===== config.mk =====
export PLATFORM = sky130hd
export DESIGN_NAME = vga_timing_gen
export DESIGN_NICKNAME = d
export VERILOG_FILES = /design/src/rtl/vga_timing_gen.sv
export SDC_FILE = /design/constraint.sdc
export NUM_CORES = 1
export LEC_CHECK = 0
export ABC_AREA = 1
export CAP_MARGIN = 15
export CORE_ASPECT_RATIO = 0.7
export CORE_UTILIZATION = 43
export CTS_CLUSTER_DIAMETER = 50
export DETAILED_ROUTE_END_ITERATION = 8
export HOLD_SLACK_MARGIN = 0.06
export PLACE_DENSITY = 0.7
export SLEW_MARGIN = 20
export SYNTH_ARGS = -nofsm -noshare
export SYNTH_HDL_FRONTEND = slang
export SYNTH_SLANG_ARGS = --single-unit

===== constraint.sdc =====
create_clock -name clk -period 4.64 [get_ports clk]
set_input_delay 0.928 -clock clk [delete_from_list [all_inputs] [get_ports clk]]
set_output_delay 0.928 -clock clk [all_outputs]
set_load 0.01 [all_outputs]

===== src/rtl/vga_timing_gen.sv =====
// vga_timing_gen: pixel-clock divider, raster position counters and a one-pixel
// registered output stage producing VGA sync, colour and frame-buffer read address.
module vga_timing_gen #(
    parameter int H_ACTIVE    = 640,
    parameter int H_FRONT     = 16,
    parameter int H_SYNC      = 96,
    parameter int H_BACK      = 48,
    parameter int V_ACTIVE    = 400,
    parameter int V_FRONT     = 12,
    parameter int V_SYNC      = 2,
    parameter int V_BACK      = 35,
    parameter int CLK_DIV     = 2,
    parameter bit HSYNC_POS   = 1'b1,
    parameter bit VSYNC_POS   = 1'b1,
    parameter int SCALE_SHIFT = 1
) (
    input  logic       clk,
    input  logic       rst,
    input  logic       en,
    input  logic [7:0] pixel_rgb,
    output logic       HSYNC,
    output logic       VSYNC,
    output logic [2:0] VGAR,
    output logic [2:0] VGAG,
    output logic [1:0] VGAB,
    output logic [9:0] read_x,
    output logic [9:0] read_y,
    output logic       read_valid,
    output logic       pix_stb,
    output logic       line_start,
    output logic       next_frame,
    output logic [7:0] frame_cnt
);
    localparam logic [10:0] H_LAST     = 11'(H_ACTIVE + H_FRONT + H_SYNC + H_BACK - 1);
    localparam logic [10:0] H_ACT      = 11'(H_ACTIVE);
    localparam logic [10:0] HS_BEG     = 11'(H_ACTIVE + H_FRONT);
    localparam logic [10:0] HS_END     = 11'(H_ACTIVE + H_FRONT + H_SYNC);
    localparam logic [9:0]  V_LAST     = 10'(V_ACTIVE + V_FRONT + V_SYNC + V_BACK - 1);
    localparam logic [9:0]  V_ACT      = 10'(V_ACTIVE);
    localparam logic [9:0]  V_ACT_LAST = 10'(V_ACTIVE - 1);
    localparam logic [9:0]  VS_BEG     = 10'(V_ACTIVE + V_FRONT);
    localparam logic [9:0]  VS_END     = 10'(V_ACTIVE + V_FRONT + V_SYNC);
    localparam logic [3:0]  DIV_LAST   = 4'(CLK_DIV - 1);

    logic [3:0]  div;
    logic [10:0] pos_h, nxt_h;
    logic [9:0]  pos_v, nxt_v;
    logic        h_wrap, nxt_act, hs_act, vs_act;

    assign pix_stb    = en && div == DIV_LAST;
    assign h_wrap     = pos_h == H_LAST;
    assign line_start = pix_stb && h_wrap;
    assign next_frame = line_start && pos_v == V_ACT_LAST;

    always_comb begin
        nxt_h   = h_wrap ? '0 : pos_h + 11'd1;
        nxt_v   = !h_wrap ? pos_v : pos_v == V_LAST ? '0 : pos_v + 10'd1;
        nxt_act = nxt_h < H_ACT && nxt_v < V_ACT;
        hs_act  = pos_h >= HS_BEG && pos_h < HS_END;
        vs_act  = pos_v >= VS_BEG && pos_v < VS_END;
    end

    // read address tracks the position register, so it is loaded from the next position
    always_ff @(posedge clk) begin
        if (rst) begin
            div                 <= '0;
            pos_h               <= '0;
            pos_v               <= '0;
            frame_cnt           <= '0;
            read_x              <= '0;
            read_y              <= '0;
            read_valid          <= 1'b1;
            {VGAR, VGAG, VGAB}  <= '0;
            HSYNC               <= !HSYNC_POS;
            VSYNC               <= !VSYNC_POS;
        end else begin
            div <= pix_stb ? '0 : div + {3'b0, en};
            if (pix_stb) begin
                pos_h              <= nxt_h;
                pos_v              <= nxt_v;
                read_valid         <= nxt_act;
                read_x             <= nxt_act ? 10'(nxt_h >> SCALE_SHIFT) : '0;
                read_y             <= nxt_act ? nxt_v >> SCALE_SHIFT : '0;
                {VGAR, VGAG, VGAB} <= read_valid ? pixel_rgb : '0;
                HSYNC              <= hs_act ? HSYNC_POS : !HSYNC_POS;
                VSYNC              <= vs_act ? VSYNC_POS : !VSYNC_POS;
                frame_cnt          <= frame_cnt + {7'b0, next_frame};
            end
        end
    end
endmodule


==> flow_summary.rst <==
.. list-table::
   :header-rows: 1

   * - Metric
     - Value
   * - Outcome
     - complete, no violations
   * - Final count of pins violating max slew
     - 0
   * - Clock Latency Late Sink
     - 350 ps
   * - CTS tree
     - yes
   * - Yosys cell types
     - 41
   * - Die X
     - 104 um
   * - Starting density of the core
     - 45.5%
   * - Synthesized instance count
     - 418
   * - Clock Path Buffers
     - 2
   * - Area added between synthesis and finish
     - 23.3%
   * - Setup repair after global routing missed its margin
     - false
   * - Mean instance size in the synthesized netlist
     - 7.50 um2
   * - Measured slew at the worst slew-check pin
     - 598 ps
   * - IR Drop Worst-Case VDD
     - 0.152 mV
   * - CTS clk-pin slew, worst paths
     - 70 ps
   * - CTS root buffer
     - clkbuf_8
   * - Iter 0 DRT Violations
     - 173
   * - CP Launch Type
     - input pin
   * - Syn_nets
     - 437
   * - Num rows
     - 25
   * - ANT cells
     - 0
   * - Worst setup skew after layout
     - 5.99 ps
   * - Final count of hold timing violations
     - 0
   * - Core area
     - 6880 um2
   * - Setup Viol. Count Final
     - 0
   * - Placed Cells incl. Taps
     - 553
   * - Arrival time at the worst endpoint
     - 2800 ps
   * - Number of warnings printed during yosys synthesis
     - 0
   * - Count of max-cap constraint violations
     - 0
   * - Overall power after layout
     - 0.00103 W
   * - Die area
     - 7640 um2
   * - Setup fix buffers added after clock tree synthesis
     - 0
   * - Global-route wire length before repair
     - 12600 um
   * - Post-detail-place hpwl
     - 5590 um
   * - Lkg Pwr
     - 1.57 nW
   * - Power Dens Cells
     - 266 nW/um2
   * - Fraction of layout cells with a size suffix above 1
     - 9.89%
   * - Final estimated routing congestion in global placement
     - 0.897
   * - Total wire length
     - 7640 um
   * - Combinational group share of total power
     - 7.1%
   * - ANT nets after route
     - 0
   * - # port buffers
     - 51
   * - Net count reported at finish
     - 489
   * - Post-synthesis register bit count
     - 63
   * - Num Clock Sinks
     - 63
   * - Count of placed standard cells in the final layout, fillers left out
     - 569
   * - Top-level port count
     - 53
   * - Vias in the first global route
     - 2588
   * - Total internal power
     - 0.000769 W
   * - Number of resized instances in the post-cts repair step
     - 0
   * - TritonCTS Buffers
     - 9
   * - Netlist area before placement
     - 3130 um2
   * - Via Count
     - 2888
   * - Most common flop cell mapped by yosys
     - dfxtp_1
   * - Setup TNS
     - 0 ps
   * - Final Critical Period
     - 3730 ps
   * - Initial antenna violation count
     - 0
   * - Relative max-transition margin
     - 59.9%
   * - Hold buffer count at cts
     - 0
   * - Number of iterations in the first detailed-routing pass
     - 4
   * - Fraction of power spent switching nets
     - 25.2%
   * - Maximum fanout count along the critical path
     - 14
   * - Startpoint-to-endpoint class of the critical path
     - in2out
   * - Instance count along the most critical hold path
     - 2
   * - Async SR Flop Fraction
     - 0%
   * - Element type at the critical path end
     - primary output
   * - Type of the most critical hold path
     - reg2reg
   * - Post-route clock period utilization
     - 80.4%
   * - Worst r2r path cells
     - 14
   * - Vertical die dimension
     - 73.4 um
   * - Max H-tree Level
     - 3
   * - # DRC
     - 0
   * - Global routing usage summed across all routing layers
     - 21.5%
   * - Number of vias per cell
     - 5.08
   * - Sequential-to-total area share from yosys stat
     - 40.3%
   * - Share of total power in sequential cells
     - 54.1%
   * - Detailed-route wire length per cell
     - 13.4 um
   * - Maximum number of pins on one net before global-route repair
     - 32
   * - EDFF count, synth
     - 0
   * - Switching power total
     - 0.000258 W
   * - Required time of the critical path
     - 3710 ps
   * - Share of total power in the clock network
     - 38.8%
   * - Congestion Overflow GR
     - 0
   * - Achievable Freq
     - 268 MHz
## sequential cells by signal, summed over array words and instances (netlist names)
register    flops
pos_h          11
pos_v          10
read_x         10
read_y          9
frame_cnt       8
div             4
VGAG            3
VGAR            3
VGAB            2
HSYNC           1
VSYNC           1
read_valid      1
## synth_stat cells (all sizes together) (3+ instances only)
library cell,instances,area (um2)
nor2,56,262
a32o,8,80.1
nand4,10,68.8
a211oi,3,22.5
nor3,7,40.0
o21ai,10,50.1
buf,7,56.3
clkbuf,6,22.5
dfxtp,63,1260
nand2,107,427
a21oi,8,40.0
xor2,5,43.8
ha,8,100
o22ai,14,87.6
inv,47,176
nand3,46,308
## layer usage
| metal | vias up | GRT usage, % | share of wire (%) |
|---|---|---|---|
| li1 | 1475 | - | - |
| met1 | 1316 | 30.2 | 51 |
| met2 | 88 | 30.6 | 40 |
| met3 | 9 | 7.19 | 8.4 |
| met4 | 0 | 7.14 | 1.1 |
| met5 | - | 0 | 0 |
## power by group through the flow
stage | combinational (W) | clock [W] | sequential [W]
floorplan | 0.0000453 | 0 | 0.000567
global placement | 0.0000728 | 0 | 0.000568
detailed placement | 0.0000738 | 0 | 0.000568
CTS | 0.0000740 | 0.000409 | 0.000555
global route | 0.0000812 | 0.000436 | 0.000556
finish | 0.0000732 | 0.000399 | 0.000556
## worst max-delay path, cell delays in order
cell	delay, ps
clkdlybuf4s50_1	480
nand2_1	170
inv_1	90
buf_4	200
nand2_1	160
nor2_1	200
clkdlybuf4s50_1	570
## through the flow
step	util, %	cell area, um2	hold WS, ps	worst slack [ps]
2_1_floorplan	-	3130	464	2140
3_3_place_gp	53.8	3700	435	978
3_5_place_dp	53.8	3700	436	912
4_1_cts	56.1	3860	454	910
5_1_grt	56.1	3860	463	764
6_report	56.1	3860	452	910
## cells in the final DEF, fill, tap and decap left out, types with 3 or more instances in the layout
cell and n:
a211oi_1 3, nor2_1 49, ha_1 8, a32o_1 8, nand2_2 4, clkdlybuf4s50_1 51, clkinv_2 3, clkbuf_1 3
o21ai_0 10, clkbuf_8 9, nand3_1 32, nand3_2 13, nand2_1 101, dfxtp_1 63, buf_4 3, inv_1 45
nor2_4 4, nor3_1 6, a21oi_1 8, xor2_1 5, nand4_1 9, o22ai_1 14
## final timing paths
path,slack [ps],to,startpoint
worst max-delay path,910,next_frame,en
worst min-delay path,450,read_x[4]$_SDFFE_PP0P_,read_x[4]$_SDFFE_PP0P_
worst max register to register,1930,frame_cnt[6]$_SDFFE_PP0P_,pos_h[0]$_SDFFE_PP0P_
worst min register to register,450,read_x[4]$_SDFFE_PP0P_,read_x[4]$_SDFFE_PP0P_
## cell type report
type                            instances  area, um2
Fill cell                             661       3020
Inverter                               49        184
Clock buffer                           12        135
Timing Repair Buffer                   54        533
Clock inverter                          4       22.5
Tap cell                               94        118
Multi-Input combinational cell        293       1610
Sequential cell                        63       1260
## cells by family (layout without fill, tap and decap cells)
kind of cell / count (synthesis) / after routing / synth area share [%]
compound gates: 49 / 49 / 10.5
fa+ha+maj: 8 / 8 / 3.20
flops: 63 / 63 / 40.3
buf+inv: 62 / 119 / 8.39
simple gates: 229 / 229 / 35.9
xor+xnor: 6 / 6 / 1.68
other cells: 1 / 1 / 0.120
Note: power is estimated with default switching activity, not from simulation.
